### config.mk
export PLATFORM = sky130hd
export DESIGN_NAME = lsu_flat
export DESIGN_NICKNAME = d
export VERILOG_FILES = /design/src/rtl/RISCV_pkg.sv /design/src/rtl/lsu_if.sv /design/src/rtl/lsu_align.sv /design/src/rtl/lsu.sv /design/src/flat_wrapper.sv
export SDC_FILE = /design/constraint.sdc
export NUM_CORES = 1
export LEC_CHECK = 0
export BUFFER_PORTS_ARGS = -buffer_cell sky130_fd_sc_hd__buf_2
export CORE_ASPECT_RATIO = 0.7
export CORE_MARGIN = 2
export CORE_UTILIZATION = 45
export CTS_CLUSTER_DIAMETER = 40
export DETAILED_ROUTE_END_ITERATION = 10
export GPL_TIMING_DRIVEN = 0
export PLACE_DENSITY = 0.77
export SLEW_MARGIN = 20
export SYNTH_ARGS = -nofsm -noshare
export SYNTH_HDL_FRONTEND = slang
export SYNTH_SLANG_ARGS = --single-unit
### constraint.sdc
create_clock -name clk -period 5.3 [get_ports clk]
set_input_delay 0.53 -clock clk [delete_from_list [all_inputs] [get_ports clk]]
set_output_delay 0.53 -clock clk [all_outputs]
set_load 0.02 [all_outputs]
### src/rtl/RISCV_pkg.sv
`default_nettype none
// ============================================================================
// RISCV_pkg : shared types for the load/store unit
// Rev 1.0   : initial release
// ============================================================================
package RISCV_pkg;

    typedef logic [31:0] word_t;
    typedef logic [3:0]  mem_be_t;

    localparam logic [2:0] LS_B  = 3'b000;
    localparam logic [2:0] LS_H  = 3'b001;
    localparam logic [2:0] LS_W  = 3'b010;
    localparam logic [2:0] LS_BU = 3'b100;
    localparam logic [2:0] LS_HU = 3'b101;

    typedef enum logic [1:0] {
        IDLE = 2'd0,
        REQ  = 2'd1,
        WAIT = 2'd2,
        RESP = 2'd3
    } lsu_state_t;

    // Stores have no unsigned forms, so any funct3[2]=1 store is rejected.
    function automatic logic ls_illegal(input logic we, input logic [2:0] f3);
        if (we)
            return f3[2] || (f3 == 3'b011);
        return (f3 == 3'b011) || (f3 == 3'b110) || (f3 == 3'b111);
    endfunction

endpackage
`default_nettype wire

### src/rtl/lsu_if.sv
`default_nettype none
// ============================================================================
// lsu_if : core-side request and data-memory req/gnt/rvalid bundle
// Rev 1.0 : initial release
// ============================================================================
interface lsu_if;
    import RISCV_pkg::*;

    logic       lsu_valid;
    logic       lsu_we;
    logic [2:0] lsu_funct3;
    word_t      lsu_addr;
    word_t      lsu_wdata;
    logic       lsu_busy;
    logic       lsu_done;
    word_t      lsu_rdata;
    logic       lsu_err;

    logic       mem_req;
    logic       mem_we;
    word_t      mem_addr;
    mem_be_t    mem_be;
    word_t      mem_wdata;
    logic       mem_gnt;
    logic       mem_rvalid;
    word_t      mem_rdata;

    modport slave (
        input  lsu_valid, lsu_we, lsu_funct3, lsu_addr, lsu_wdata,
        output lsu_busy, lsu_done, lsu_rdata, lsu_err,
        output mem_req, mem_we, mem_addr, mem_be, mem_wdata,
        input  mem_gnt, mem_rvalid, mem_rdata
    );

    modport master (
        output lsu_valid, lsu_we, lsu_funct3, lsu_addr, lsu_wdata,
        input  lsu_busy, lsu_done, lsu_rdata, lsu_err,
        input  mem_req, mem_we, mem_addr, mem_be, mem_wdata,
        output mem_gnt, mem_rvalid, mem_rdata
    );

endinterface
`default_nettype wire

### src/rtl/lsu_align.sv
`default_nettype none
// ============================================================================
// lsu_align : byte-lane steering for stores, lane extract + extend for loads
// Rev 1.0   : initial release
// ============================================================================
module lsu_align
    import RISCV_pkg::*;
(
    input  wire logic [2:0] i_st_funct3,
    input  wire logic [1:0] i_st_addr,
    input  wire word_t      i_st_wdata,
    output mem_be_t         o_be,
    output word_t           o_wdata,
    input  wire logic [2:0] i_ld_funct3,
    input  wire logic [1:0] i_ld_addr,
    input  wire word_t      i_ld_rdata,
    output word_t           o_ld_data
);

    logic [7:0]  w_byte;
    logic [15:0] w_half;

    always_comb begin
        o_be    = 4'b1111;
        o_wdata = i_st_wdata;
        case (i_st_funct3)
            LS_B: begin
                o_be    = 4'b0001 << i_st_addr;
                o_wdata = {4{i_st_wdata[7:0]}};
            end
            LS_H: begin
                o_be    = 4'b0011 << {i_st_addr[1], 1'b0};
                o_wdata = {2{i_st_wdata[15:0]}};
            end
            default: ;
        endcase
    end

    assign w_byte = i_ld_rdata[{i_ld_addr, 3'b000} +: 8];
    assign w_half = i_ld_addr[1] ? i_ld_rdata[31:16] : i_ld_rdata[15:0];

    always_comb begin
        o_ld_data = i_ld_rdata;
        case (i_ld_funct3)
            LS_B:    o_ld_data = {{24{w_byte[7]}}, w_byte};
            LS_BU:   o_ld_data = {24'd0, w_byte};
            LS_H:    o_ld_data = {{16{w_half[15]}}, w_half};
            LS_HU:   o_ld_data = {16'd0, w_half};
            default: ;
        endcase
    end

endmodule
`default_nettype wire

### src/rtl/lsu.sv
`default_nettype none
// ============================================================================
// lsu : load/store unit, core request to req/gnt/rvalid data memory port
//       Optional macro LSU_MISALIGN_TRAP_EN turns misaligned H/W into errors.
// Rev 1.0 : initial release
// ============================================================================
module lsu
    import RISCV_pkg::*;
#(
    parameter int ADDR_W = 32
) (
    input  wire logic clk,
    input  wire logic rst,
    lsu_if.slave      bus
);

    localparam word_t c_ADDR_MASK = word_t'(((64'd1 << ADDR_W) - 64'd1) & ~64'd3);

    lsu_state_t r_state;
    lsu_state_t w_next;

    logic       r_we;
    logic [2:0] r_funct3;
    logic [1:0] r_addr_lo;
    logic       r_err;
    word_t      r_rdata;
    word_t      r_mem_addr;
    mem_be_t    r_be;
    word_t      r_wdata;

    logic       w_accept;
    logic       w_illegal;
    logic       w_misalign;
    logic       w_fault;
    mem_be_t    w_be;
    word_t      w_wdata;
    word_t      w_ld_data;

    lsu_align u_align (
        .i_st_funct3 (bus.lsu_funct3),
        .i_st_addr   (bus.lsu_addr[1:0]),
        .i_st_wdata  (bus.lsu_wdata),
        .o_be        (w_be),
        .o_wdata     (w_wdata),
        .i_ld_funct3 (r_funct3),
        .i_ld_addr   (r_addr_lo),
        .i_ld_rdata  (bus.mem_rdata),
        .o_ld_data   (w_ld_data)
    );

    assign w_accept  = (r_state == IDLE) && bus.lsu_valid;
    assign w_illegal = ls_illegal(bus.lsu_we, bus.lsu_funct3);

`ifdef LSU_MISALIGN_TRAP_EN
    always_comb begin
        w_misalign = 1'b0;
        case (bus.lsu_funct3)
            LS_H, LS_HU: w_misalign = bus.lsu_addr[0];
            LS_W:        w_misalign = |bus.lsu_addr[1:0];
            default:     ;
        endcase
    end
`else
    assign w_misalign = 1'b0;
`endif

    assign w_fault = w_illegal || w_misalign;

    always_ff @(posedge clk) begin
        if (rst) r_state <= IDLE;
        else     r_state <= w_next;
    end

    always_comb begin
        w_next = r_state;
        case (r_state)
            IDLE:    if (bus.lsu_valid)  w_next = w_fault ? RESP : REQ;
            REQ:     if (bus.mem_gnt)    w_next = r_we ? RESP : WAIT;
            WAIT:    if (bus.mem_rvalid) w_next = RESP;
            RESP:    w_next = IDLE;
            default: w_next = IDLE;
        endcase
    end

    always_comb begin
        bus.lsu_busy = (r_state != IDLE);
        bus.lsu_done = (r_state == RESP);
        bus.lsu_err  = (r_state == RESP) && r_err;
        bus.mem_req  = (r_state == REQ);
        bus.mem_we   = (r_state == REQ) && r_we;
    end

    // Request fields are frozen at accept so they stay stable through gnt stalls.
    always_ff @(posedge clk) begin
        if (rst) begin
            r_we       <= 1'b0;
            r_funct3   <= 3'b000;
            r_addr_lo  <= 2'b00;
            r_err      <= 1'b0;
            r_rdata    <= '0;
            r_mem_addr <= '0;
            r_be       <= '0;
            r_wdata    <= '0;
        end else if (w_accept) begin
            r_we       <= bus.lsu_we;
            r_funct3   <= bus.lsu_funct3;
            r_addr_lo  <= bus.lsu_addr[1:0];
            r_err      <= w_fault;
            r_mem_addr <= bus.lsu_addr & c_ADDR_MASK;
            r_be       <= w_be;
            r_wdata    <= w_wdata;
            if (w_fault)
                r_rdata <= '0;
        end else if ((r_state == WAIT) && bus.mem_rvalid) begin
            r_rdata    <= w_ld_data;
        end
    end

    assign bus.lsu_rdata = r_rdata;
    assign bus.mem_addr  = r_mem_addr;
    assign bus.mem_be    = r_be;
    assign bus.mem_wdata = r_wdata;

endmodule
`default_nettype wire

### src/flat_wrapper.sv
// flat-port wrapper written by rule: the top's interface ports become plain ports
module lsu_flat import RISCV_pkg::*;
#(
    parameter int ADDR_W = 32
)
  (clk, rst, bus_lsu_valid, bus_lsu_we, bus_lsu_funct3, bus_lsu_addr, bus_lsu_wdata, bus_lsu_busy, bus_lsu_done, bus_lsu_rdata, bus_lsu_err, bus_mem_req, bus_mem_we, bus_mem_addr, bus_mem_be, bus_mem_wdata, bus_mem_gnt, bus_mem_rvalid, bus_mem_rdata);
  lsu_if bus_i ();
  input  wire logic clk;
  input  wire logic rst;
  input wire logic [$bits(bus_i.lsu_valid)-1:0] bus_lsu_valid;
  input wire logic [$bits(bus_i.lsu_we)-1:0] bus_lsu_we;
  input wire logic [$bits(bus_i.lsu_funct3)-1:0] bus_lsu_funct3;
  input wire logic [$bits(bus_i.lsu_addr)-1:0] bus_lsu_addr;
  input wire logic [$bits(bus_i.lsu_wdata)-1:0] bus_lsu_wdata;
  output wire logic [$bits(bus_i.lsu_busy)-1:0] bus_lsu_busy;
  output wire logic [$bits(bus_i.lsu_done)-1:0] bus_lsu_done;
  output wire logic [$bits(bus_i.lsu_rdata)-1:0] bus_lsu_rdata;
  output wire logic [$bits(bus_i.lsu_err)-1:0] bus_lsu_err;
  output wire logic [$bits(bus_i.mem_req)-1:0] bus_mem_req;
  output wire logic [$bits(bus_i.mem_we)-1:0] bus_mem_we;
  output wire logic [$bits(bus_i.mem_addr)-1:0] bus_mem_addr;
  output wire logic [$bits(bus_i.mem_be)-1:0] bus_mem_be;
  output wire logic [$bits(bus_i.mem_wdata)-1:0] bus_mem_wdata;
  input wire logic [$bits(bus_i.mem_gnt)-1:0] bus_mem_gnt;
  input wire logic [$bits(bus_i.mem_rvalid)-1:0] bus_mem_rvalid;
  input wire logic [$bits(bus_i.mem_rdata)-1:0] bus_mem_rdata;
  assign bus_i.lsu_valid = bus_lsu_valid;
  assign bus_i.lsu_we = bus_lsu_we;
  assign bus_i.lsu_funct3 = bus_lsu_funct3;
  assign bus_i.lsu_addr = bus_lsu_addr;
  assign bus_i.lsu_wdata = bus_lsu_wdata;
  assign bus_lsu_busy = bus_i.lsu_busy;
  assign bus_lsu_done = bus_i.lsu_done;
  assign bus_lsu_rdata = bus_i.lsu_rdata;
  assign bus_lsu_err = bus_i.lsu_err;
  assign bus_mem_req = bus_i.mem_req;
  assign bus_mem_we = bus_i.mem_we;
  assign bus_mem_addr = bus_i.mem_addr;
  assign bus_mem_be = bus_i.mem_be;
  assign bus_mem_wdata = bus_i.mem_wdata;
  assign bus_i.mem_gnt = bus_mem_gnt;
  assign bus_i.mem_rvalid = bus_mem_rvalid;
  assign bus_i.mem_rdata = bus_mem_rdata;
  lsu #(.ADDR_W(ADDR_W)) u_core (.clk(clk), .rst(rst), .bus(bus_i));
endmodule
### Yosys cells after proc, flatten, opt, wreduce, memory -nomap -nowiden

Cells that the tools add are included.

* bits in registers: 107
* bits of input ports: 105
* output and inout bits: 105
* logic and storage cells: 56

* eq/ne operators: 14
* shifts and indexed selects: 3
* muxes and demuxes: 16
* reduce and logical (&&, ||, !) cells: 14

Operators with widths (number)
* 32-bit case mux with 4 select lines: 1
* 32-bit two-way mux: 3
* 32-bit case mux with 2 select lines: 1
* 32-bit by 6-bit variable part select with 8-bit output: 1
* 16-bit two-way mux: 1
* 3-bit equality test (second input constant): 4
* 2-bit two-way mux: 4
* 2-bit case mux with 4 select lines: 1
* 4-bit case mux with 2 select lines: 1
* 3-bit by 1-bit equality test with 1-bit output (second input constant): 2
* 3-bit logical NOT: 2
* 2-bit != test (second input constant): 3
* 2-bit equality test (second input constant): 2
* 1-bit logical AND: 4
* 1-bit two-way mux: 4
* 2-bit nonzero test: 2
* 1-bit by 2-bit left shift with 4-bit output (first input constant): 1
* 2-bit by 2-bit left shift with 4-bit output (first input constant): 1
* 3-bit by 2-bit equality test with 1-bit output (second input constant): 1
* 1-bit logical OR: 3
* 3-bit AND reduction: 1
* 2-bit by 1-bit equality test with 1-bit output (second input constant): 1
* 2-bit logical NOT: 1
* 2-bit by 1-bit != test with 1-bit output (second input constant): 1
* 2-bit AND reduction: 1

### Logic depth before layout (Yosys ltp)

Gate-level depths: netlist (run 1).

* word-level depth: 7
* mapped depth: 8
* gate-level depth less buffers: 6

### Hierarchy

Synthesis (run 1) repeated with hierarchy kept, for this count alone.

* cells, all modules: 599
* area, all modules: 5004.8 um^2

By module, submodules not included
* lsu: times used 1, cells an instance 422, area an instance 3814.9 um^2, sequential area each 2142.1 um^2
* lsu_align: times used 1, cells an instance 177, area an instance 1189.9 um^2, sequential area each 0.0 um^2

### Worst setup path after synthesis (run 1)

OpenSTA, ideal clock, no wires.

* path type: register to register
* from: register u_core.r_state[0]
* to: register u_core.r_rdata[19], in the netlist u_core.bus.lsu_rdata[19]
* setup time: 0.058 ns
* arrival: 1.999 ns
* data required time: 5.242 ns
* setup slack: 3.243 ns
* stages on the path, launching flop included: 8
* buffers on the path: 1
* clock period less this slack: 2.057 ns
* cell sequence: dfxtp_1 inv_1 ha_1 and2_4 or4_4 a2111oi_4 buf_6 a221o_2

* cells in the longest elaborated chain, start to end: 4
* elaborated cells between the ends (all ways): 8
* classes of those cells: eq/ne: 2; mux: 1; reduce/logical: 5

Ends and longest elaborated chain
* start, declared: RTL line lsu.sv:19 `lsu_state_t r_state;`
* start signal, assigned: RTL line lsu.sv:71 `else r_state <= w_next;`
* 2-bit logical NOT / 2-bit equality test (equally long branches): RTL line lsu.sv:51, lsu.sv:114
* 1-bit logical AND (on tied branches): RTL line lsu.sv:51, lsu.sv:114
* 2-bit != test (no line) / 2-bit nonzero test (equally long branches)
* 2-bit AND reduction (no line)
* end signal, assigned: RTL line lsu.sv:115 `r_rdata <= w_ld_data;`
* end, declared: RTL line lsu.sv:26 `word_t r_rdata;`

Several ways; a longest one is shown, not always the timed one.
A chain may end at the register's enable or synchronous reset.

### Worst setup path after layout (run 1)

* from: register u_core.r_state[0]
* to: register u_core.r_rdata[22], in the netlist u_core.bus.lsu_rdata[22]

Same word-level chain as after synthesis.

==> out/results.txt, run 1 <==
Clock Path Buffers: 2
Final GP Congestion: 0.975
WL per Instance: 16.9 um
post-synth cell types: 46
fraction of registers with async set/reset: 0
grt total ovfl: 0
Fmax: 396 MHz
minimum clock period: 2.52 ns
share of cells above drive strength 1: 0.326
core area: 0.0103 mm^2
Design Power: 2.66 mW
final worst slack: 2.78 ns
Die Span X: 127 um
CTS tree: built
Layout Skew: 0.00603 ns
CTS Root Cell: clkbuf_16
Resized cells post-CTS: 0
Non-Filler Instances: 909
Syn Area/Cell: 8.59 um^2
synthesized area: 0.00476 mm^2
Port Buffers: 207
Tightest Pin Transition: 0.726 ns
worst hold path type: in2reg
Tcrit/Tclk final: 0.476
Most used DFF post-synth: dfxtp_1
Crit. End Element: register
RSZ-0062 raised after global routing: false
leakage: 2.87 nW
Worst EP required: 5.53 ns
# diodes: 0
placed cell count: 894
final setup violation count: 0
worst vdd ir: 0.251 mV
crit path DAT: 2.75 ns
routed wire length: 15.4 mm
max cap viols: 0
Post-CTS Setup Bufs: 0
Synth top cells by count: nand2_1 (111), dfxtp_1 (107), a21oi_1 (63), mux2i_1 (34), nor2_1 (33)
Vias/cell: 5.52
DR pass1 iterations: 5
DIE HEIGHT: 90.0 um
Slew Limit Fails: 0
Ys Warns: 0
worst-skew pair later-pin latency: 0.34 ns
pre-CTS setup slack: 2.79 ns
Area Growth Syn to Fin: 31.1%
FF+latch count, synth: 107
largest area contributor in the netlist: dfxtp_1
Post-synth EDFFs: 0
fillcell total: 965
Net count, final: 883
top-area cell type share of the netlist area: 0.450
PD cells: 427 mW/mm^2
setup TNS: 0 ns
Fin. Hold Viols: 0
Synth area leaders: dfxtp_1 (45%), nand2_1 (8.8%), mux2i_1 (7.2%)
clk sinks: 107
vias: 5015
io pins: 210
first-pass GRT wire length: 24.5 mm
Die ar.: 0.0114 mm^2
antenna-violating nets left: 0
Critical Path Fanout Max: 10
Max-slew headroom: 0.516
status: completed
Tot GR Track Use: 0.266
count leader, synth: nand2_1
drt drc: 0
Crit Path Class: reg2reg
initial core utilization: 0.461
largest net degree at the start of global routing: 19
Critical Path Start Type: register
cts hold-fix bufs: 0
DP Wirelength: 12.1 mm
Cells after Synth: 554
clk slew on worst S/H paths: 0.07 ns
vias in the first global route: 4841
# rows: 31
antenna violations before repair: 0
Seq/Total Area, Yosys: 0.450
Iter 0 DRT Violations: 402
H-tree levels: 3
CTS Buf Count: 9
==> through the flow <==
stage / area, um^2 / hold WS (ns) / utilization
after floorplan: 4760 / 0.432 / -
after CTS: 6240 / 0.409 / 0.605
final: 6240 / 0.416 / 0.605
after detailed placement: 5960 / 0.445 / 0.578
after global routing: 6240 / 0.411 / 0.605
after global placement: 5960 / 0.438 / 0.578
==> metal layers <==
layer	global-route usage	part of all wire	vias up
met5	0	0	-
met4	0.0696	0.016	0
met3	0.0702	0.082	23
met2	0.414	0.46	228
met1	0.367	0.45	2372
li1	-	-	2392
==> report_power, final <==
part / internal, mW / switching [mW] / leakage (nW)
clock: 0.321 / 0.309 / 0.129
sequential: 0.946 / 0.0742 / 0.875
combinational: 0.343 / 0.671 / 1.86
total: 1.61 / 1.05 / 2.87
==> path summary, 6_finish.rpt <==
check	cells past startpoint	slack (ns)	end	start
max	7	2.78	u_core.bus.lsu_rdata[22]$_SDFFE_PP0P_	u_core.r_state[0]$_SDFFE_PP0P_
min	3	0.42	u_core.bus.mem_addr[11]$_SDFFE_PP0N_	bus_lsu_addr[11]
max reg2reg	7	2.78	u_core.bus.lsu_rdata[22]$_SDFFE_PP0P_	u_core.r_state[0]$_SDFFE_PP0P_
min reg2reg	2	0.46	u_core.bus.mem_wdata[15]$_SDFFE_PP0N_	u_core.bus.mem_wdata[15]$_SDFFE_PP0N_
==> registers in the layout (all words and copies together) (netlist names) <==
signal / cells
u_core.bus.lsu_rdata: 32
u_core.bus.mem_addr: 30
u_core.bus.mem_be: 4
u_core.bus.mem_wdata: 32
u_core.r_addr_lo: 2
u_core.r_err: 1
u_core.r_funct3: 3
u_core.r_state: 2
u_core.r_we: 1
==> placed cells by master (no fill, tap or decap), drive strengths merged, types with 5 or more instances in the layout <==
master    n
a21oi    63
inv      15
nor2b     7
a221o    18
mux2i    34
a211oi    7
a31oi     8
o22ai     9
nor2     35
and2     11
ha        5
a311oi    8
nand2   111
a21boi    5
o21ai    21
dfxtp   107
a22o      7
nor3      7
buf     220
nand2b    6
clkbuf   41
==> logic make-up (layout without fill, tap and decap cells) <==
family	count (synthesis)	after routing	synth area share
simple gates	180	180	0.161
compound gates	165	165	0.238
flops	107	107	0.450
buf+inv	58	280	0.0507
mux	38	38	0.0857
fa+ha+maj	5	5	0.0131
other cells	1	2	0.000788
==> critical path: stages, from the launching register on <==
cell and delay (ns):
dfxtp_1 0.34, inv_1 0.15, ha_1 0.26, nand2_1 0.34, o31ai_4 0.49, nor2_2 0.17, buf_2 0.25, a221o_2 0.41
==> final cells by class <==
class	count	area, um^2	area share
sequential	107	2140	0.343
timing repair buffer	207	1040	0.166
tap	132	165	0.0265
clock buffer	9	225	0.0361
multi-input combinational	390	2380	0.381
clock inverter	6	50.0	0.00802
buffer	45	193	0.0309
inverter	13	48.8	0.00782
No activity file was read; power rests on OpenSTA's default activity.
==> run 2: changes to the inputs <==
- CORE_UTILIZATION: 45 -> 43
- clock period: 5.3 -> 2.2 ns (I/O delays scaled with it)
==> out/results.txt, run 2 (synthesis results as in run 1) <==
clk slew on worst S/H paths: 0.07 ns
share of cells above drive strength 1: 0.346
crit path cell chain: inv_1 > ha_2 > and2_4 > or4_4 > a2111oi_4 > buf_4 > buf_6 > a221o_2
Area Growth Syn to Fin: 34.4%
Critical Path Start Type: register
Net count, final: 889
final worst slack: 0.0331 ns
worst-skew pair later-pin latency: 0.34 ns
reg2reg start: u_core.r_state[1]$_SDFFE_PP0P_
routed wire length: 15.4 mm
leakage: 2.96 nW
most frequent cells in the layout: buf_2 (215), nand2_1 (110), dfxtp_1 (105)
Layout Skew: 0.00605 ns
setup TNS: 0 ns
clk sinks: 107
status: completed
max cap viols: 0
Multi-input gate area: 0.00239 mm^2
worst hold path type: in2reg
grt total ovfl: 0
DR pass1 iterations: 5
vias: 5009
DP Wirelength: 11.9 mm
hold path start: bus_lsu_addr[10]
WL per Instance: 16.4 um
pre-CTS setup slack: -0.194 ns
CTS Buf Count: 9
Critical Path Fanout Max: 5
fillcell total: 992
Design Power: 6.78 mW
reg2reg path depth: 8
Setup crit start: u_core.r_state[1]$_SDFFE_PP0P_
CTS tree: built
io pins: 210
most common cell after layout, fill and taps aside: buf_2
PD cells: 1060 mW/mm^2
Port Buffers: 207
slowest cell delay on critical path: 0.51 ns
R2R Path End: u_core.bus.lsu_rdata[27]$_SDFFE_PP0P_
Non-Filler Instances: 937
drt drc: 0
Worst EP required: 2.49 ns
Fin. Hold Viols: 0
# rows: 32
Fmax: 461 MHz
Worst Setup EP: u_core.bus.lsu_rdata[27]$_SDFFE_PP0P_
Vias/cell: 5.35
Iter 0 DRT Violations: 327
antenna violations before repair: 1
critical path's slowest cell: or4_4
worst vdd ir: 0.563 mV
Final GP Congestion: 0.950
Bufs and invs on worst path: 3
H-tree levels: 3
FF+latch area: 0.00214 mm^2
Crit path depth: 8
core area: 0.0109 mm^2
antenna-violating nets left: 0
Tot GR Track Use: 0.251
Die Span X: 130 um
largest net degree at the start of global routing: 17
minimum clock period: 2.17 ns
Die ar.: 0.0119 mm^2
# diodes: 0
Tcrit/Tclk final: 0.985
placed cell count: 915
Max-slew headroom: 0.500
CTS Root Cell: clkbuf_16
crit path DAT: 2.46 ns
Slew Limit Fails: 0
DIE HEIGHT: 92.0 um
initial core utilization: 0.437
Clock Path Buffers: 2
r2r setup slk: 0.03 ns
vias in the first global route: 4736
first-pass GRT wire length: 23.6 mm
CP delay by family, top: simple AND/OR/NAND/NOR gates
Tightest Pin Transition: 0.750 ns
Crit Path Class: reg2reg
hold slack: 0.110 ns
Crit. End Element: register
final setup violation count: 0
==> run 2: changes by cell type in the layout (fill, tap and decap cells not counted), sizes merged <==
cell	before	now
bufinv	0	3
buf	220	226
clkbuf	41	43
clkinvlp	2	0
inv	15	13
==> run 2: repair_timing <==
action                     4_1_cts  5_1_grt
resized for setup                6        7
pin swaps                        2        1
gates cloned                     0        1
setup endpoints to repair       41       93
setup buffers                    1        4
hold buffers                     0        0
==> run 2: cell type report <==
cell class / count / area share
sequential: 107 / 0.335
timing repair buffer: 213 / 0.169
inverter: 13 / 0.00763
buffer: 45 / 0.0311
clock inverter: 5 / 0.0156
clock buffer: 11 / 0.0379
multi-input combinational: 390 / 0.374
tap: 153 / 0.0299
==> run 2: how the worst min path moves through the flow <==
stage / slack, ns / to / cells after the start
after global routing: 0.11 / u_core.bus.mem_addr[31]$_SDFFE_PP0N_ / 3
after detailed placement: 0.44 / u_core.bus.mem_wdata[31]$_SDFFE_PP0N_ / 2
final: 0.11 / u_core.bus.mem_addr[10]$_SDFFE_PP0N_ / 3
after global placement: 0.44 / u_core.bus.mem_wdata[15]$_SDFFE_PP0N_ / 2
after CTS: 0.10 / u_core.bus.mem_addr[10]$_SDFFE_PP0N_ / 3
after floorplan: 0.36 / u_core.r_we$_SDFFE_PP0N_ / 2
==> run 2: power by group <==
group / switching [mW] / internal [mW]
Combinational: 1.62 / 0.845
Sequential: 0.180 / 2.28
Clock: 0.711 / 1.14
==> run 2: metal layers <==
layer,GRT usage,vias up,share of wire
met5,0,-,0
met4,0.0789,0,0.020
met3,0.0642,27,0.072
met2,0.390,224,0.45
met1,0.342,2362,0.46
li1,-,2396,-
==> run 2: stage by stage <==
stage | util | area [um^2]
after floorplan | - | 4760
after detailed placement | 0.550 | 5990
after global placement | 0.550 | 5990
final | 0.587 | 6400
after CTS | 0.583 | 6350
after global routing | 0.587 | 6400
==> run 2: worst min-delay path, stage by stage <==
cell and delay [ns]:
buf_2 0.09, nand2_1 0.04, a21oi_1 0.05
==> run 3: changes to the inputs <==
- ABC_AREA: not set -> 1
- PLACE_DENSITY: 0.77 -> 0.76
==> out/results.txt, run 3 <==
# diodes: 0
Crit. End Element: register
final setup violation count: 0
Final GP Congestion: 1.02
Worst EP required: 2.48 ns
top-area cell type share of the netlist area: 0.435
# rows: 32
PD cells: 1090 mW/mm^2
FF+latch count, synth: 107
clk sinks: 107
clk slew on worst S/H paths: 0.07 ns
Area Growth Syn to Fin: 30.7%
initial core utilization: 0.444
CTS Root Cell: clkbuf_16
Max-slew headroom: 0.614
Clock Path Buffers: 2
worst vdd ir: 0.514 mV
Ys Warns: 0
Resized cells post-CTS: 0
share of cells above drive strength 1: 0.276
DR pass1 iterations: 5
fillcell total: 1154
max cap viols: 0
worst-skew pair later-pin latency: 0.35 ns
most common cell after layout, fill and taps aside: buf_2
leakage: 3.23 nW
drt drc: 0
Non-Filler Instances: 1084
Die ar.: 0.0123 mm^2
Critical Path Fanout Max: 10
Post-CTS Setup Bufs: 0
Post-synth EDFFs: 0
first-pass GRT wire length: 25.5 mm
most frequent cells in the layout: buf_2 (223), nor2_1 (110), dfxtp_1 (107)
Hold Path Stages: 3
largest area contributor in the netlist: dfxtp_1
Crit Path Class: reg2reg
minimum clock period: 2.02 ns
reg2reg path depth: 8
io pins: 210
CTS Buf Count: 9
Net count, final: 1037
routed wire length: 16.1 mm
RSZ-0062 raised after global routing: false
Most used DFF post-synth: dfxtp_1
core area: 0.0111 mm^2
crit path DAT: 2.30 ns
worst hold path type: in2reg
Synth area leaders: dfxtp_1 (43%), a21oi_1 (10%), nor2_1 (8.4%)
Tot GR Track Use: 0.260
Port Buffers: 206
DP Wirelength: 12.4 mm
Seq/Total Area, Yosys: 0.435
Cells after Synth: 709
Die Span X: 132 um
H-tree levels: 3
Vias/cell: 5.09
fraction of registers with async set/reset: 0
antenna violations before repair: 0
Tightest Pin Transition: 0.579 ns
CTS tree: built
Slew Limit Fails: 0
Critical Path Start Type: register
Fin. Hold Viols: 0
Fmax: 496 MHz
Syn Area/Cell: 6.95 um^2
WL per Instance: 14.8 um
Design Power: 7.03 mW
status: completed
placed cell count: 1069
fin area: 0.00644 mm^2
vias: 5513
synthesized area: 0.00492 mm^2
Layout Skew: 0.00608 ns
DIE HEIGHT: 93.5 um
setup TNS: 0 ns
Iter 0 DRT Violations: 400
largest net degree at the start of global routing: 19
Tcrit/Tclk final: 0.917
grt total ovfl: 0
count leader, synth: nor2_1
DP Area: 0.00615 mm^2
Synth top cells by count: nor2_1 (110), dfxtp_1 (107), nand2_1 (105), a21oi_1 (102), o21ai_0 (75)
cts hold-fix bufs: 0
antenna-violating nets left: 0
post-synth cell types: 30
vias in the first global route: 5007
[run 3: path summary, 6_finish.rpt]
path                                                             end  slack [ns]                                 from
worst min register to register   u_core.bus.mem_addr[3]$_SDFFE_PP0N_        0.48  u_core.bus.mem_addr[3]$_SDFFE_PP0N_
worst max-delay path            u_core.bus.lsu_rdata[5]$_SDFFE_PP0P_        0.18       u_core.r_state[0]$_SDFFE_PP0P_
worst min-delay path             u_core.bus.mem_addr[5]$_SDFFE_PP0N_        0.12                      bus_lsu_addr[5]
worst max register to register  u_core.bus.lsu_rdata[5]$_SDFFE_PP0P_        0.18       u_core.r_state[0]$_SDFFE_PP0P_
[run 3: final cells by class]
cell class                      instances  area (um^2)  area share
Multi-Input combinational cell        491         2330       0.361
Sequential cell                       107         2140       0.333
Timing Repair Buffer                  206         1030       0.160
Clock buffer                           10          239      0.0371
Inverter                               62          233      0.0362
Buffer                                 50          228      0.0354
Tap cell                              153          191      0.0297
Clock inverter                          5         46.3     0.00719
[run 3: routing by layer]
layer | vias to the layer above | global-route usage | wire length, um
li1 | 2758 | - | -
met1 | 2492 | 0.377 | 7730
met2 | 246 | 0.370 | 6500
met3 | 17 | 0.0840 | 1690
met4 | 0 | 0.0661 | 175
met5 | - | 0 | 0
[run 3: worst max-delay path, cell delays in order (launching register included)]
cell	delay, ns
dfxtp_1	0.40
inv_1	0.11
ha_1	0.22
nand2_1	0.18
nand3_2	0.25
clkbuf_1	0.31
nor2_1	0.16
nand3_1	0.17
a21oi_1	0.16
[run 3: kinds of logic after synthesis]
group           count (synthesis)  share of synthesized area
simple gates                  281                      0.240
compound gates                203                      0.218
buf+inv                       112                     0.0935
flops                         107                      0.435
fa+ha+maj                       5                     0.0127
other cells                     1                   0.000761
[run 3: through the flow]
step	utilization	setup WS [ns]	hold WS [ns]
floorplan	-	0.710	0.367
global placement	0.555	0.265	0.457
detailed placement	0.555	0.280	0.467
CTS	0.580	0.247	0.113
global route	0.580	0.000302	0.116
finish	0.580	0.182	0.121
[run 3: power by group]
part           switching (mW)  total [mW]  internal, mW
Combinational            1.96        2.90         0.939
Clock                   0.753        1.56         0.812
Sequential              0.224        2.57          2.34
